## src/rtl/nibble_insn_tx_if.sv

```systemverilog
// Nibble-serial instruction link between the host transmitter and the PCPI tile.
// The transmitter side uses the master modport; the tile/receiver side uses slave.
`timescale 1ns/1ps

interface nibble_insn_tx_if #(
    parameter int NIBBLES = 8
);
    localparam int IW = (NIBBLES > 1) ? $clog2(NIBBLES) : 1;

    logic                 start;
    logic [4*NIBBLES-1:0] insn;
    logic                 ack;
    logic [3:0]           nibble;
    logic                 sending;
    logic                 busy;
    logic [IW-1:0]        idx;
    logic                 done;
    logic                 timeout_err;

    modport master (
        input  start, insn, ack,
        output nibble, sending, busy, idx, done, timeout_err
    );

    modport slave (
        output start, insn, ack,
        input  nibble, sending, busy, idx, done, timeout_err
    );
endinterface

```

## src/rtl/nibble_insn_tx.sv

```systemverilog
// Host-side nibble-serial instruction transmitter: sends a captured word LSB nibble
// first, one nibble per acknowledge, then holds off new words for a quiet gap.
`timescale 1ns/1ps

module nibble_insn_tx #(
    parameter int NIBBLES = 8,
    parameter int TIMEOUT = 255,
    parameter int GAP     = 4
) (
    input  logic             clk,
    input  logic             rst,
    nibble_insn_tx_if.master bus
);
    localparam int W  = 4 * NIBBLES;
    localparam int IW = (NIBBLES > 1) ? $clog2(NIBBLES) : 1;
    localparam int TW = (TIMEOUT > 0) ? $clog2(TIMEOUT + 1) : 1;
    localparam int GW = (GAP > 0) ? $clog2(GAP + 1) : 1;

    localparam logic [IW-1:0] IDX_LAST   = IW'(NIBBLES - 1);
    localparam logic [TW-1:0] TIMER_LAST = TW'((TIMEOUT > 0) ? TIMEOUT - 1 : 0);
    localparam logic [GW-1:0] GAP_INIT   = GW'(GAP);

    typedef enum logic [1:0] {
        S_IDLE,
        S_SEND,
        S_GAP
    } state_t;

    state_t        state_q, state_d;
    logic [W-1:0]  shreg_q, shreg_d;
    logic [W-1:0]  shifted;
    logic [IW-1:0] idx_q, idx_d;
    logic [3:0]    nibble_q, nibble_d;
    logic          sending_q, sending_d;
    logic          busy_q, busy_d;
    logic          done_q, done_d;
    logic          terr_q, terr_d;
    logic [TW-1:0] timer_q, timer_d;
    logic [GW-1:0] gap_q, gap_d;

    // NOTE: the shift register sits on the data path but is still reset, so a word
    // aborted by rst can never leak into a later transfer.
    always_ff @(posedge clk or posedge rst) begin
        if (rst) begin
            state_q   <= S_IDLE;
            shreg_q   <= '0;
            idx_q     <= '0;
            nibble_q  <= '0;
            sending_q <= 1'b0;
            busy_q    <= 1'b0;
            done_q    <= 1'b0;
            terr_q    <= 1'b0;
            timer_q   <= '0;
            gap_q     <= '0;
        end else begin
            // NOTE: non-blocking assignments so every register samples pre-edge values.
            state_q   <= state_d;
            shreg_q   <= shreg_d;
            idx_q     <= idx_d;
            nibble_q  <= nibble_d;
            sending_q <= sending_d;
            busy_q    <= busy_d;
            done_q    <= done_d;
            terr_q    <= terr_d;
            timer_q   <= timer_d;
            gap_q     <= gap_d;
        end
    end

    always_comb begin
        // NOTE: every next-state value gets a default first so no path infers a latch.
        state_d   = state_q;
        shreg_d   = shreg_q;
        idx_d     = idx_q;
        nibble_d  = nibble_q;
        sending_d = sending_q;
        busy_d    = busy_q;
        done_d    = 1'b0;
        terr_d    = 1'b0;
        timer_d   = timer_q;
        gap_d     = gap_q;
        shifted   = shreg_q >> 4;

        unique case (state_q)
            S_IDLE: begin
                if (bus.start) begin
                    state_d   = S_SEND;
                    shreg_d   = bus.insn;
                    idx_d     = '0;
                    nibble_d  = bus.insn[3:0];
                    sending_d = 1'b1;
                    busy_d    = 1'b1;
                    timer_d   = '0;
                end
            end

            S_SEND: begin
                if (bus.ack) begin
                    if (idx_q == IDX_LAST) begin
                        sending_d = 1'b0;
                        nibble_d  = '0;
                        idx_d     = '0;
                        done_d    = 1'b1;
                        gap_d     = GAP_INIT;
                        if (GAP == 0) begin
                            state_d = S_IDLE;
                            busy_d  = 1'b0;
                        end else begin
                            state_d = S_GAP;
                        end
                    end else begin
                        // Advance on the same edge the receiver latches the current nibble.
                        idx_d    = idx_q + IW'(1);
                        shreg_d  = shifted;
                        nibble_d = shifted[3:0];
                        timer_d  = '0;
                    end
                end else begin
                    timer_d = timer_q + TW'(1);
                    if (TIMEOUT != 0 && timer_q == TIMER_LAST) begin
                        state_d   = S_IDLE;
                        sending_d = 1'b0;
                        nibble_d  = '0;
                        idx_d     = '0;
                        busy_d    = 1'b0;
                        terr_d    = 1'b1;
                    end
                end
            end

            S_GAP: begin
                gap_d = gap_q - GW'(1);
                if (gap_q <= GW'(1)) begin
                    gap_d   = '0;
                    busy_d  = 1'b0;
                    state_d = S_IDLE;
                end
            end

            default: state_d = S_IDLE;
        endcase
    end

    assign bus.nibble      = nibble_q;
    assign bus.sending     = sending_q;
    assign bus.busy        = busy_q;
    assign bus.idx         = idx_q;
    assign bus.done        = done_q;
    assign bus.timeout_err = terr_q;

endmodule

```

## src/flat_wrapper.sv

```systemverilog
// flat-port wrapper written by rule: the top's interface ports become plain ports
module nibble_insn_tx_flat 
#(
    parameter int NIBBLES = 8,
    parameter int TIMEOUT = 255,
    parameter int GAP     = 4
)
  (clk, rst, bus_start, bus_insn, bus_ack, bus_nibble, bus_sending, bus_busy, bus_idx, bus_done, bus_timeout_err);
  nibble_insn_tx_if #(.NIBBLES(NIBBLES)) bus_i ();
  input  logic clk;
  input  logic rst;
  input wire logic [$bits(bus_i.start)-1:0] bus_start;
  input wire logic [$bits(bus_i.insn)-1:0] bus_insn;
  input wire logic [$bits(bus_i.ack)-1:0] bus_ack;
  output wire logic [$bits(bus_i.nibble)-1:0] bus_nibble;
  output wire logic [$bits(bus_i.sending)-1:0] bus_sending;
  output wire logic [$bits(bus_i.busy)-1:0] bus_busy;
  output wire logic [$bits(bus_i.idx)-1:0] bus_idx;
  output wire logic [$bits(bus_i.done)-1:0] bus_done;
  output wire logic [$bits(bus_i.timeout_err)-1:0] bus_timeout_err;
  assign bus_i.start = bus_start;
  assign bus_i.insn = bus_insn;
  assign bus_i.ack = bus_ack;
  assign bus_nibble = bus_i.nibble;
  assign bus_sending = bus_i.sending;
  assign bus_busy = bus_i.busy;
  assign bus_idx = bus_i.idx;
  assign bus_done = bus_i.done;
  assign bus_timeout_err = bus_i.timeout_err;
  nibble_insn_tx #(.NIBBLES(NIBBLES), .TIMEOUT(TIMEOUT), .GAP(GAP)) u_core (.clk(clk), .rst(rst), .bus(bus_i));
endmodule
```

## config.mk

```make
export PLATFORM = sky130hd
export DESIGN_NAME = nibble_insn_tx_flat
export DESIGN_NICKNAME = d
export VERILOG_FILES = /design/src/rtl/nibble_insn_tx_if.sv /design/src/rtl/nibble_insn_tx.sv /design/src/flat_wrapper.sv
export SDC_FILE = /design/constraint.sdc
export NUM_CORES = 1
export LEC_CHECK = 0
export ABC_AREA = 1
export CORE_MARGIN = 4
export CORE_UTILIZATION = 53
export CTS_CLUSTER_DIAMETER = 30
export DETAILED_ROUTE_END_ITERATION = 12
export PLACE_DENSITY_LB_ADDON = 0.2
export SLEW_MARGIN = 20
export SYNTH_ARGS = -nofsm -noshare
export SYNTH_HDL_FRONTEND = slang
export SYNTH_SLANG_ARGS = --single-unit
export TNS_END_PERCENT = 30
```

## constraint.sdc

```tcl
create_clock -name clk -period 2.2 [get_ports clk]
set_input_delay 0.44 -clock clk [delete_from_list [all_inputs] [get_ports clk]]
set_output_delay 0.44 -clock clk [all_outputs]
set_load 0.01 [all_outputs]
```

==> results.tsv, run 1 <==
stage	metric	value	unit
sta	fin_crit	1860	ps
sta	slew_violations	0	
floorplanning	die_h	79.1	µm
clocking	cts_resized	0	
logic_synthesis	syn_area	0.00268	mm²
critical_path	cp_data_arrival_time	2070	ps
clocking	cts-hold-fix-buffers	0	
flow_run	maxCapViolations	0	
detailed_routing	postRouteAntennaNets	0	
placement	io_buffers	46	
clocking	htreeDepth	2	
floorplanning	dieArea	0.00626	mm²
floorplanning	start_util	0.557	
grt	first_global_vias	2238	
floorplanning	core.rowCount	25	
power_and_ir_drop	power_switching_share	0.437	
critical_path	rr_worst_depth	9	
grt	grt_max_degree	58	
placement	pre_cts_slack	168	ps
final_layout	area_delta_synth_final	23.8	%
logic_synthesis	syn_inst	335	
power_and_ir_drop	powerDensity	1350	mW/mm²
grt	antenna_found_initial	0	
placement	hpwl	4260	µm
critical_path	r2r-start	u_core.state_q[1]	
clocking	cts_tree	done	
sta	setup_violations	0	
critical_path	cp_cell_sequence	inv_1 -> ha_1 -> inv_2 -> nand2_1 -> nand2_2 -> inv_2 -> nand2_2 -> buf_12 -> o31ai_1	
run_status	status	completed	
sta	grt_setup_unrepaired	no	
critical_path	cp_data_required_time	2400	ps
grt	gr-usage-all-layers	0.199	
clocking	postCtsSetupRepairBufs	0	
sta	clock_skew	9.92	ps
critical_path	r2r_end	u_core.shreg_q[12]	
sta	whs	405	ps
detailed_routing	routed_wire_length_per_instance	12.5	µm
clocking	numCtsBuffers	5	
critical_path	r2r_slack	340	ps
detailed_routing	dr_total_vias	2284	
detailed_routing	drc	0	
logic_synthesis	syn_nets	381	
sta	fmax	536	MHz
critical_path	worst-path-buf-inv	4	
logic_synthesis	yosys_warnings	0	
logic_synthesis	ys_types	28	
sta	fin_ws	335	ps
logic_synthesis	yosysSeqAreaShare	0.485	
critical_path	crit_path_end	u_core.shreg_q[12]	
power_and_ir_drop	power_frac_seq	0.357	
logic_synthesis	ys_ff_latch	52	
sta	hold_violations	0	
clocking	cts.sinks	52	
critical_path	crit_fanout	57	
critical_path	path_delay_family	buffers and inverters	
final_layout	nets	428	
critical_path	cp_slowest_cell	dfrtp_1	
critical_path	path_depth	9	
final_layout	diodes	0	
clocking	root_buffer	clkbuf_8	
floorplanning	dieWidth	79.1	µm
sta	slew-limit-headroom	0.781	
critical_path	end_kind	flip-flop	
power_and_ir_drop	p_leak	1.61	nW
sta	tns	0	ps
worst_hold_path	hp-class	input pin to asynchronous set/reset pin	
detailed_routing	viasPerCell	5.08	
sta	worst_pin_slew	326	ps
detailed_routing	drt_iter0_markers	150	
power_and_ir_drop	power_frac_clock	0.124	
grt	grt-ovfl-total	0	
critical_path	max_stage_delay	410	ps
logic_synthesis	synth_area_per_cell	8.00	µm²
critical_path	crit_type	flip-flop to flip-flop	
critical_path	cp-startpoint	u_core.state_q[1]	
clocking	clock_latency	300	ps
critical_path	startpoint_type	flip-flop	
power_and_ir_drop	pwr-share-comb	0.519	
clocking	path_clk_slew	100	ps
power_and_ir_drop	ir_drop	0.728	mV
clocking	cts.path.max_buffers	2	
detailed_routing	first_pass_iters	4	
power_and_ir_drop	p_sw	1.96	mW
final_layout	drive_gt1_frac	0.0627	
grt	grt_pass1_wl	9930	µm
floorplanning	core_area	0.00482	mm²
sta	fin_crit_sh	0.848	
power_and_ir_drop	p_int	2.53	mW
placement	place.gp.congestion	0.879	
floorplanning	boundaryPins	47	
detailed_routing	wl	5640	µm
==> per-stage QoR <==
step	area (µm²)	utilization	cells	power, mW
final	3320	0.689	450	4.50
after floorplan	2680	-	335	3.34
after detailed placement	3230	0.670	442	3.98
after global placement	3230	0.670	442	3.90
after CTS	3320	0.689	450	4.55
after global routing	3320	0.689	450	4.96
==> logic make-up after synthesis <==
logic type               Yosys count  share of synthesized area
buffers and inverters             43                     0.0714
AO/OA/AOI/OAI                     44                      0.109
XOR/XNOR                           2                    0.00653
AND/OR/NAND/NOR                  184                      0.281
flip-flops                        52                      0.485
adder cells (fa/ha/maj)           10                     0.0467
==> area by class of cell <==
| class | instances | area, µm² |
|---|---|---|
| clock inverters | 1 | 7.51 |
| well taps | 67 | 83.8 |
| flip-flops and latches | 52 | 1300 |
| clock buffers | 7 | 86.3 |
| repair buffers | 53 | 538 |
| inverters | 30 | 113 |
| multi-input cells | 240 | 1190 |
| fillers | 433 | 1500 |
==> cells in the mapped netlist <==
master | instances | area [µm²]
nand2_2 | 2 | 12.5
nor2_4 | 1 | 11.3
buf_6 | 2 | 22.5
nand3b_1 | 1 | 7.51
o31ai_1 | 24 | 180
nand2_4 | 1 | 11.3
clkbuf_1 | 3 | 11.3
o21ai_1 | 2 | 10.0
inv_1 | 28 | 105
o22ai_1 | 1 | 6.26
dfrtp_1 | 52 | 1300
buf_2 | 6 | 30.0
inv_2 | 2 | 7.51
nand3_1 | 21 | 105
nand2_1 | 89 | 334
buf_4 | 2 | 15.0
o21bai_1 | 3 | 22.5
o21ai_0 | 11 | 55.1
nor2_1 | 63 | 236
nor3_1 | 1 | 5.00
a21oi_1 | 2 | 10.0
xnor2_1 | 1 | 8.76
ha_1 | 10 | 125
or2_0 | 1 | 6.26
a21boi_0 | 1 | 7.51
nor2_2 | 2 | 12.5
xor2_1 | 1 | 8.76
nand4_1 | 2 | 12.5
==> layer usage <==
layer | part of all wire | up-vias | global-route usage
li1 | - | 1163 | -
met1 | 0.45 | 1047 | 0.265
met2 | 0.48 | 59 | 0.334
met3 | 0.048 | 15 | 0.0374
met4 | 0.024 | 0 | 0.0533
met5 | 0 | - | 0
==> power by group through the flow <==
stage | clock [mW] | sequential [mW] | combinational [mW]
6_report | 0.558 | 1.60 | 2.33
5_1_grt | 0.611 | 1.65 | 2.70
4_1_cts | 0.576 | 1.60 | 2.37
3_5_place_dp | 0 | 1.61 | 2.37
3_3_place_gp | 0 | 1.60 | 2.30
2_1_floorplan | 0 | 1.58 | 1.75
==> cell usage in the layout, fill, tap and decap left out <==
cell type         n
nor3_1            1
o22ai_1           1
buf_12            2
nand2_2           3
buf_4             5
nand2_4           1
xnor2_1           1
nor2_2            2
clkinvlp_4        1
clkbuf_8          6
clkdlybuf4s50_1  46
nand3b_1          1
clkbuf_1          1
inv_1            27
o21bai_1          3
xor2_1            1
nand4_1           2
or2_0             1
nor2_4            1
o21ai_1           2
nor2_1           63
a21oi_1           2
a21boi_0          1
nand2_1          88
inv_2             3
o31ai_1          24
nand3_1          21
ha_1             10
dfrtp_1          52
o21ai_0          11
==> sequential cells by signal, summed over array words and instances, names as in the netlist <==
signal,cells
u_core.state_q,2
u_core.bus.timeout_err,1
u_core.bus.nibble,4
u_core.bus.done,1
u_core.shreg_q,28
u_core.gap_q,3
u_core.bus.idx,3
u_core.bus.sending,1
u_core.bus.busy,1
u_core.timer_q,8
==> worst min-delay path by stage <==
stage	start	end	slack [ps]
global route	rst	u_core.bus.idx[2]	430
floorplan	u_core.shreg_q[28]	u_core.shreg_q[28]	440
CTS	rst	u_core.bus.idx[1]	420
detailed placement	u_core.shreg_q[30]	u_core.shreg_q[30]	460
global placement	u_core.shreg_q[29]	u_core.shreg_q[29]	460
finish	rst	u_core.bus.idx[1]	410
No activity file was read; power rests on OpenSTA's default activity.
==> run 2: changes to the inputs <==
- clock period: 2.2 -> 1.9 ns (I/O delays scaled with it)
==> results.tsv, run 2 (same netlist as run 1, synthesis figures left out) <==
stage	metric	value	unit	change
run_status	status	completed		
clocking	cts.path.max_buffers	2		unchanged
sta	clock_skew	9.37	ps	-0.550 ps
clocking	root_buffer	clkbuf_8		
grt	antenna_found_initial	0		unchanged
critical_path	rr_worst_depth	9		unchanged
final_layout	post-route-util	0.694		+0.00493
detailed_routing	wl	5730	µm	+1.5%
critical_path	crit_fanout	57		unchanged
sta	whs	400	ps	-5.29 ps
final_layout	layout_commonest_cell	nand2_1		
clocking	clock_latency	310	ps	about the same
critical_path	r2r_end	u_core.shreg_q[5]		
final_layout	largest_register_ffs	28		unchanged
detailed_routing	routed_wire_length_per_instance	12.7	µm	+1.5%
detailed_routing	viasPerCell	5.12		+0.79%
placement	io_buffers	46		unchanged
clocking	numCtsBuffers	5		unchanged
grt	grt-ovfl-total	0		unchanged
detailed_routing	postRouteAntennaNets	0		unchanged
detailed_routing	dr_total_vias	2302		+0.79%
final_layout	diodes	0		unchanged
sta	worst_pin_slew	417	ps	+91.3 ps
sta	hold_violations	0		unchanged
sta	fin_crit_sh	0.909		+0.0612
detailed_routing	drt_iter0_markers	91		-39%
critical_path	cp-startpoint	u_core.state_q[1]		
floorplanning	start_util	0.557		unchanged
power_and_ir_drop	power	5.24	mW	+17%
power_and_ir_drop	ir_drop	0.947	mV	+30%
floorplanning	dieArea	0.00626	mm²	unchanged
detailed_routing	first_pass_iters	4		unchanged
final_layout	final_cell_mix	nand2_1 (88), nor2_1 (63), dfrtp_1 (52), clkdlybuf4s50_1 (46), inv_1 (27)		
flow_run	maxCapViolations	0		unchanged
sta	tns	0	ps	unchanged
final_layout	area_delta_synth_final	24.7	%	
final_layout	final_cells	450		unchanged
final_layout	nets	428		unchanged
critical_path	end_kind	flip-flop		
critical_path	startpoint_type	flip-flop		
final_layout	top_register	u_core.shreg_q		
grt	gr-usage-all-layers	0.197		-0.00175
floorplanning	core_area	0.00482	mm²	unchanged
sta	setup_violations	0		unchanged
detailed_routing	drc	0		unchanged
placement	hpwl	4270	µm	+0.27%
clocking	cts_tree	done		
placement	place.gp.congestion	0.925		+5.2%
worst_hold_path	hp-class	input pin to asynchronous set/reset pin		
placement	dp_cells	442		unchanged
floorplanning	dieWidth	79.1	µm	unchanged
critical_path	cp_data_required_time	2110	ps	-290 ps
grt	first_global_vias	2191		-2.1%
grt	grt_max_degree	58		unchanged
sta	slew_violations	0		unchanged
critical_path	r2r_slack	170	ps	-160 ps
critical_path	cp_data_arrival_time	1930	ps	-140 ps
sta	fmax	579	MHz	+8.0%
critical_path	r2r-start	u_core.state_q[1]		
power_and_ir_drop	p_leak	1.63	nW	+0.82%
power_and_ir_drop	powerDensity	1570	mW/mm²	+16%
sta	slew-limit-headroom	0.722		-0.0590
critical_path	crit_type	flip-flop to flip-flop		
clocking	htreeDepth	2		unchanged
clocking	cts.sinks	52		unchanged
final_layout	drive_gt1_frac	0.0731		+0.0104
clocking	path_clk_slew	90	ps	about the same
floorplanning	core.rowCount	25		unchanged
floorplanning	boundaryPins	47		unchanged
sta	fin_crit	1730	ps	-138 ps
grt	grt_pass1_wl	9720	µm	-2.1%
clocking	postCtsSetupRepairBufs	0		unchanged
floorplanning	die_h	79.1	µm	unchanged
critical_path	crit_path_end	u_core.shreg_q[5]		
final_layout	fillers	429		-0.92%
-- run 2: cell count changes in the layout (fill, tap and decap cells not counted), sizes merged --
| cell | delta |
|---|---|
| clkinv | +2 |
| clkinvlp | -1 |
| clkbuf | -1 |
-- run 2: where the power goes --
group,total (mW),switching [mW],internal (mW)
sequential,1.85,0.274,1.58
clock,0.642,0.350,0.291
combinational,2.75,1.68,1.07
-- run 2: how the worst min path moves through the flow --
stage	start	endpoint	slack [ps]	cells past startpoint
after floorplan	u_core.shreg_q[28]	u_core.shreg_q[28]	440	2
after global placement	u_core.shreg_q[29]	u_core.shreg_q[29]	460	2
after detailed placement	u_core.shreg_q[30]	u_core.shreg_q[30]	460	2
after CTS	rst	u_core.shreg_q[21]	410	2
after global routing	rst	u_core.shreg_q[21]	430	2
final	rst	u_core.shreg_q[21]	400	2
-- run 2: cell type report --
type | instances | area (µm²) | share of cell area
multi-input cells | 240 | 1200 | 0.360
flip-flops and latches | 52 | 1300 | 0.389
inverters | 30 | 113 | 0.0337
clock buffers | 6 | 82.6 | 0.0247
clock inverters | 2 | 10.0 | 0.00299
well taps | 67 | 83.8 | 0.0251
repair buffers | 53 | 551 | 0.165
-- run 2: stage by stage --
step	worst slack, ps	instance area (µm²)
after floorplan	262	2680
after global placement	43.2	3240
after detailed placement	53.7	3240
after CTS	114	3330
after global routing	-2.31	3340
final	173	3340
-- run 2: critical path, stage by stage (launching register included) --
cell and delay [ps]:
dfrtp_1 410, inv_1 100, ha_2 230, inv_2 70, nand2_1 70, nand2_2 80, inv_2 130, nand2_2 80
buf_12 190, o31ai_1 250
-- run 2: routing by layer --
layer  global-route usage  part of all wire
met1                0.234              0.43
met2                0.359              0.52
met3               0.0442             0.037
met4               0.0515             0.011
met5                    0                 0
-- run 2: timing repair --
action / 4_1_cts / 5_1_grt
hold buffers: 0 / 0
resized for setup: 0 / 3
setup endpoints to repair: 0 / 20
==> run 3: changes to the inputs <==
- CAP_MARGIN: unset -> 10
==> results of run 3 <==
The final DEF is identical to that of run 2; final timing and power are the same.
